### src/rtl/y_enhance_ctrl.sv
// Per-frame luma statistics and gain controller for the Y-enhancement datapath.
// Tracks min/max Y per frame and derives a Q8.8 stretch gain with a serial divider.
module y_enhance_ctrl #(
    parameter int MIN_DIFF  = 16,
    parameter int NUMERATOR = 65280,
    parameter int DEF_RATE  = 256
) (
    input  logic        clk,
    input  logic        rst,
    input  logic [23:0] video_in_data,
    input  logic        video_in_valid,
    input  logic        video_in_ready,
    input  logic        video_in_sop,
    input  logic        video_in_eop,
    input  logic        ctrl_enable,
    input  logic [15:0] manual_rate,
    input  logic [7:0]  manual_min,
    output logic [15:0] rate,
    output logic [7:0]  min_value,
    output logic        diff2small,
    output logic        stats_valid,
    output logic        busy,
    output logic        overrun
);

    localparam logic [1:0]  IDLE   = 2'd0;
    localparam logic [1:0]  ACCUM  = 2'd1;
    localparam logic [1:0]  DIVIDE = 2'd2;
    localparam logic [7:0]  MIN_DIFF_C  = 8'(MIN_DIFF);
    localparam logic [15:0] NUMERATOR_C = 16'(NUMERATOR);
    localparam logic [15:0] DEF_RATE_C  = 16'(DEF_RATE);

    function automatic logic [7:0] min8(input logic [7:0] a, input logic [7:0] b);
        return (b < a) ? b : a;
    endfunction

    function automatic logic [7:0] max8(input logic [7:0] a, input logic [7:0] b);
        return (b > a) ? b : a;
    endfunction

    logic [1:0]  state_q, state_d;
    logic [7:0]  min_q, min_d, max_q, max_d;
    logic [7:0]  div_q, div_d, base_q, base_d;
    logic [7:0]  rem_q, rem_d;
    logic [15:0] quo_q, quo_d;
    logic [3:0]  cnt_q, cnt_d;
    logic        pend_q, pend_d;
    logic        ovr_q, ovr_d;
    logic [15:0] rate_q;
    logic [7:0]  min_value_q;
    logic        diff2small_q, stats_valid_q;

    logic        acc_s, eval_s, done_s, small_s, ge_s;
    logic [7:0]  y_s, diff_s, rem_nx_s, rem_sub_s;
    logic [8:0]  rem_sh_s;
    logic [15:0] quo_nx_s;
    logic        unused_s;

    assign acc_s    = video_in_valid & video_in_ready;
    assign y_s      = video_in_data[23:16];
    assign unused_s = ^video_in_data[15:0];

    // One restoring-division step; remainder stays below the 8-bit divisor, so
    // the low 8 bits of the subtraction are exact.
    assign rem_sh_s  = {rem_q, quo_q[15]};
    assign ge_s      = (rem_sh_s >= {1'b0, div_q});
    assign rem_sub_s = rem_sh_s[7:0] - div_q;
    assign rem_nx_s  = ge_s ? rem_sub_s : rem_sh_s[7:0];
    assign quo_nx_s  = {quo_q[14:0], ge_s};

    // Next-state logic: frame tracking, end-of-frame evaluation and division.
    always_comb begin
        state_d = state_q;
        min_d   = min_q;
        max_d   = max_q;
        div_d   = div_q;
        base_d  = base_q;
        rem_d   = rem_q;
        quo_d   = quo_q;
        cnt_d   = cnt_q;
        pend_d  = pend_q;
        ovr_d   = 1'b0;
        eval_s  = 1'b0;
        done_s  = 1'b0;
        small_s = 1'b0;
        case (state_q)
            IDLE: begin
                if (acc_s && video_in_sop) begin
                    min_d = y_s;
                    max_d = y_s;
                    if (video_in_eop) begin
                        eval_s = 1'b1;
                    end else begin
                        state_d = ACCUM;
                    end
                end else begin
                    state_d = IDLE;
                end
            end
            ACCUM: begin
                if (acc_s) begin
                    if (video_in_sop) begin
                        min_d = y_s;
                        max_d = y_s;
                    end else begin
                        min_d = min8(min_q, y_s);
                        max_d = max8(max_q, y_s);
                    end
                    eval_s = video_in_eop;
                end else begin
                    state_d = ACCUM;
                end
            end
            DIVIDE: begin
                rem_d = rem_nx_s;
                quo_d = quo_nx_s;
                cnt_d = cnt_q + 4'd1;
                // A frame starting during the division accumulates in parallel;
                // one ending here is dropped.
                if (acc_s) begin
                    if (video_in_sop) begin
                        min_d = y_s;
                        max_d = y_s;
                    end else if (pend_q) begin
                        min_d = min8(min_q, y_s);
                        max_d = max8(max_q, y_s);
                    end else begin
                        min_d = min_q;
                    end
                    if (video_in_eop) begin
                        pend_d = 1'b0;
                        ovr_d  = 1'b1;
                    end else if (video_in_sop) begin
                        pend_d = 1'b1;
                    end else begin
                        pend_d = pend_q;
                    end
                end else begin
                    pend_d = pend_q;
                end
                if (cnt_q == 4'd15) begin
                    done_s  = 1'b1;
                    state_d = pend_d ? ACCUM : IDLE;
                    pend_d  = 1'b0;
                end else begin
                    state_d = DIVIDE;
                end
            end
            default: begin
                state_d = IDLE;
            end
        endcase
        diff_s = max_d - min_d;
        if (eval_s && (diff_s < MIN_DIFF_C)) begin
            small_s = 1'b1;
            state_d = IDLE;
        end else if (eval_s) begin
            div_d   = diff_s;
            base_d  = min_d;
            rem_d   = 8'd0;
            quo_d   = NUMERATOR_C;
            cnt_d   = 4'd0;
            state_d = DIVIDE;
        end else begin
            small_s = 1'b0;
        end
    end

    // Control and statistics state.
    always_ff @(posedge clk or posedge rst) begin
        if (rst) begin
            state_q <= IDLE;
            min_q   <= 8'd0;
            max_q   <= 8'd0;
            div_q   <= 8'd0;
            base_q  <= 8'd0;
            rem_q   <= 8'd0;
            quo_q   <= 16'd0;
            cnt_q   <= 4'd0;
            pend_q  <= 1'b0;
            ovr_q   <= 1'b0;
        end else begin
            state_q <= state_d;
            min_q   <= min_d;
            max_q   <= max_d;
            div_q   <= div_d;
            base_q  <= base_d;
            rem_q   <= rem_d;
            quo_q   <= quo_d;
            cnt_q   <= cnt_d;
            pend_q  <= pend_d;
            ovr_q   <= ovr_d;
        end
    end

    // Parameter outputs to the datapath; manual override wins every cycle.
    always_ff @(posedge clk or posedge rst) begin
        if (rst) begin
            rate_q        <= DEF_RATE_C;
            min_value_q   <= 8'd0;
            diff2small_q  <= 1'b0;
            stats_valid_q <= 1'b0;
        end else if (!ctrl_enable) begin
            rate_q        <= manual_rate;
            min_value_q   <= manual_min;
            diff2small_q  <= 1'b0;
            stats_valid_q <= 1'b0;
        end else if (small_s) begin
            rate_q        <= DEF_RATE_C;
            min_value_q   <= 8'd0;
            diff2small_q  <= 1'b1;
            stats_valid_q <= 1'b1;
        end else if (done_s) begin
            rate_q        <= quo_nx_s;
            min_value_q   <= base_q;
            diff2small_q  <= 1'b0;
            stats_valid_q <= 1'b1;
        end else begin
            stats_valid_q <= 1'b0;
        end
    end

    assign rate        = rate_q;
    assign min_value   = min_value_q;
    assign diff2small  = diff2small_q;
    assign stats_valid = stats_valid_q;
    assign busy        = (state_q == DIVIDE);
    assign overrun     = ovr_q;

endmodule

### config.mk
export PLATFORM = sky130hd
export DESIGN_NAME = y_enhance_ctrl
export DESIGN_NICKNAME = d
export VERILOG_FILES = /design/src/rtl/y_enhance_ctrl.sv
export SDC_FILE = /design/constraint.sdc
export NUM_CORES = 1
export LEC_CHECK = 0
export ABC_AREA = 0
export CORE_MARGIN = 4
export CORE_UTILIZATION = 45
export CTS_BUF_LIST = sky130_fd_sc_hd__clkbuf_8
export DETAILED_ROUTE_END_ITERATION = 8
export PLACE_DENSITY = 0.7
export SYNTH_ARGS = -nofsm -noshare
export SYNTH_HDL_FRONTEND = slang
export SYNTH_SLANG_ARGS = --single-unit
export TNS_END_PERCENT = 10
### constraint.sdc
create_clock -name clk -period 5.1 [get_ports clk]
set_clock_uncertainty 0.1 [all_clocks]
set_input_delay 1.02 -clock clk [delete_from_list [all_inputs] [get_ports clk]]
set_output_delay 1.02 -clock clk [all_outputs]
set_load 0.05 [all_outputs]
==> out/results.txt <==
Sequential cells account for 21.0% of the total power. In this run the critical register-to-register path is captured at rem_q[1]. The tools report the cell chosen for the clock root as clkbuf_8.

At the pin with the least slew margin, the transition time is 1.35 ns. Relative to the synthesized area, the layout overhead comes to 38.7%. The worst hold path begins at base_q[5]. For this run, design rule violations remaining after detail routing come to 0.

The total CTS buffers was 9; the number of setup violations in the final report was 42. The run gives 0 as the number of hold violations in the final report. In this run the worst path has a maximum fanout of 7. For the warning count from the yosys run, the log shows 0. The critical path start-end classification was in -> reg. The number of non-filler instances in the completed layout was 1002. The finished cells cover 8220 µm². Summing the areas of all and, or, nand and nor instances in the mapped netlist gives 14.2% of the synthesized area.

The worst register-to-register path has a setup slack of 0.14 ns. Detailed-route via count: 5537. For this run, the detailed router's first-pass iteration total came to 5. For this block, the initial DRC count from the detailed router was 306. For the internal power of the cells, the log shows 3.15 mW. The count of cells along the worst hold path was 1.

After synthesis the netlist holds a flip-flop and latch count of 90. For the total grt overflow, the log shows 0. Of the total synthesized cell area, the portion taken by XOR and XNOR cells is 2.83%. The switching share of total power came out at 44.6%. TritonCTS built the clock tree. The worst register-to-register path begins at min_q[2]. The tree built by TritonCTS fans out to 90 sinks.

The worst hold path terminates at base_q[5]. The final-layout fill cell count was 1009. Summed over all instances, the cell type with the most area after synthesis is dfrtp_1. The analysis attributes to cell leakage a power of 3.76 nW. Port buffering added 66 buffers. The synthesized design devotes to its leading area cell type 37.6% of total area.

After detailed routing, the average wire length per cell comes to 17.8 µm. Data on the critical path is required at its endpoint by 5.27 ns. For this run, the total global-route usage over all layers was measured as 24.1%.

The maximum number of buffers from clock root to sink was 2; the shortest clock period the worst path allows after layout was 5.18 ns. The routed design has 17800 µm of wire. The via count of the first global-routing pass was 5795.

The H-tree generated during clock tree synthesis spans 3 levels. The run gives 193 MHz as the upper clock frequency limit. Once placement completed, the tool counted placed cells totaling 954. 0 antenna diodes ended up in the layout. The final worst-path setup slack is -0.0790 ns. The sequential area share after synthesis came out at 38.0%. The most used flip-flop cell after synthesis is dfrtp_1. Entering global routing, the biggest net connects 51 pins.

In the synthesized netlist, the number of instances is 674. The initial antenna violation count was 0; the final cycle utilization of the critical path was 102%. In the post-synthesis netlist, the biggest area contributors are dfrtp_1 38%, nand2_1 7.1%, ha_1 6.5%.

The overall die area was 15100 µm²; the clock share of power was 8.7%. The final reports fail on setup timing. The run gives 0 as the post-route antenna net violation count.

The power per unit of standard cell area came out at 691 nW/µm². The flow ran to the end, but the final reports show violations. Once the floorplan was initialized, standard cells occupied 46.4% of the core.

83 I/O pins were placed. The worst setup path is launched from a primary input. The library cell used most frequently in the layout, excluding fill and tap cells, is nand2_1. For the number of nets in the synthesized netlist, the log shows 762. The post-synthesis mux area share was 9.14%. The part of the power in combinational logic is 70.3%, and the later-pin clock latency in the skew report is 0.37 ns. The weighted congestion reported at the end of routability-driven placement is 0.942, and the per-cell via count in the routed design is 5.53. Once detailed placement completed, the half-perimeter wirelength came to 12100 µm. The reported net switching power was 2.53 mW.

Dominant combinational cell family by area after synthesis: compound AO/OA/AOI/OAI gates. After synthesis, the share of flip-flops with an asynchronous set or reset is 100%. The tools report the max-slew violation count as 0. The number of cells on the worst reg-to-reg path is 25.

The first global-routing pass estimated 28500 µm of wire. Register clock-pin slew on the reported worst setup and hold paths: 0.09 ns. In this run the tightest slew margin relative to its limit is 9.31%.

Leaving out fill and tap cells, the most frequent cells in the layout are 112 x nand2_1, 90 x buf_4, 89 x dfrtp_1. STA puts the critical path data arrival time at 5.35 ns. The tools report the number of placement rows as 41. The synthesized-area fraction occupied by ao, oa, aoi and oai cells came out at 21.3%.

The path type of the worst min-delay path is reg -> reg. The worst-case IR drop observed on VDD is 0.391 mV. The average instance in the mapped netlist occupies 8.79 µm². In this run, distinct cell masters in the synthesized netlist total 64. Endpoint kind of the worst setup timing path: a register.

The x dimension of the die was 123 µm; the vertical die dimension was 123 µm. Setup repair after global routing could not meet its margin everywhere. In this run the standard cell core region covers 12800 µm². The synthesized-area fraction occupied by adder cells is 7.22%, and the number of enable-type register cells in the synthesized netlist is 0.

The placed cell area is 7280 µm². At the end of the flow, the number of nets in the layout was 913. Cells with a size suffix above 1 make up 30.0% of the layout. The cell area that synthesis handed to floorplanning was 5920 µm². The number of violations of the max-capacitance limit came out at 0.
==> power groups by stage <==
stage | Clock [mW] | Combinational [mW] | Sequential [mW]
3_3_place_gp | 0 | 2.99 | 1.18
4_1_cts | 0.503 | 3.73 | 1.18
2_1_floorplan | 0 | 2.01 | 1.21
6_report | 0.494 | 3.99 | 1.19
5_1_grt | 0.532 | 4.34 | 1.23
3_5_place_dp | 0 | 3.09 | 1.19
==> logic make-up (layout without fill, tap and decap cells) <==
| family | count (synthesis) | count (layout) |
|---|---|---|
| fa+ha+maj | 33 | 33 |
| simple gates | 196 | 196 |
| xor+xnor | 16 | 16 |
| compound gates | 188 | 189 |
| flops | 90 | 90 |
| buf+inv | 105 | 260 |
| mux | 46 | 46 |
==> metrics by stage <==
step           TNS (ns)  hold slack [ns]  power (mW)  util, %  worst slack (ns)
2_1_floorplan         0            0.373        3.22        -            0.0184
4_1_cts               0            0.416        5.42     63.0           0.00148
3_5_place_dp     -59.84            0.396        4.28     57.0            -0.929
3_3_place_gp     -49.78            0.390        4.17     57.0            -0.774
6_report          -1.22            0.414        5.67     64.3           -0.0790
5_1_grt          -17.58            0.436        6.09     64.3            -0.324
==> sequential cells by signal (all words and copies together) (netlist names), 2 cells and up <==
signal,cells
rem_q,8
max_q,8
base_q,8
div_q,8
min_value,8
state_q,2
rate,16
quo_q,16
cnt_q,4
min_q,8
==> final cells by class <==
type,count,area (µm²),area share (%)
clock inverter,7,70.1,0.853
sequential,90,2250,27.4
tap,172,215,2.62
multi-input combinational,480,3680,44.7
inverter,69,260,3.17
timing repair buffer,175,1620,19.7
clock buffer,9,124,1.51
==> critical path: stages <==
cell             delay [ns]
clkdlybuf4s15_2        0.22
ha_4                   0.27
nand4_1                0.11
buf_4                  0.16
a21oi_2                0.18
buf_4                  0.17
a31oi_4                0.12
buf_6                  0.17
o21ai_0                0.14
a21oi_1                0.08
o21ai_1                0.19
a21oi_1                0.09
a211o_1                0.33
ha_4                   0.26
o21ai_2                0.05
nand2b_1               0.09
a21o_1                 0.19
a21oi_2                0.17
xor2_1                 0.24
nand3_1                0.16
a2bb2oi_4              0.20
buf_6                  0.14
o21a_4                 0.26
buf_12                 0.17
a211oi_2               0.16
==> Yosys cell counts (7+ instances only) <==
library cell and count:
a211oi_1 19, a21oi_1 53, a21oi_2 7, clkbuf_1 26
dfrtp_1 89, ha_1 31, inv_1 69, mux2_2 25
mux2i_1 14, nand2_1 112, nand3_1 11, nor2_1 37
nor2b_1 7, nor3_1 8, o21ai_0 34, o22ai_1 26
xor2_1 10
==> what timing repair did <==
action | in CTS | in global routing
gates resized for setup | 90 | 35
endpoints found under the setup margin | 71 | 71
gates cloned | 5 | 0
hold endpoints to repair | 0 | 0
setup buffers | 23 | 7
pin swaps | 37 | 42
hold buffers | 0 | 0
==> worst max-delay path by stage <==
stage                                 start   endpoint  slack, ns  cells after the start
final                     video_in_data[21]   rem_q[1]      -0.08                     25
after global routing      video_in_data[18]  base_q[0]      -0.32                     25
after floorplan           video_in_data[18]  base_q[0]       0.02                     24
after CTS                 video_in_data[22]  base_q[0]      0.001                     24
after detailed placement  video_in_data[19]   rem_q[1]      -0.93                     23
after global placement    video_in_data[19]  base_q[6]      -0.77                     23
==> per-layer routing <==
metal	part of all wire [%]	track usage (%)
met5	0	0
met4	4.1	11.0
met3	3.3	4.01
met2	53	43.6
met1	40	27.7
Note: power is estimated with default switching activity, not from simulation.
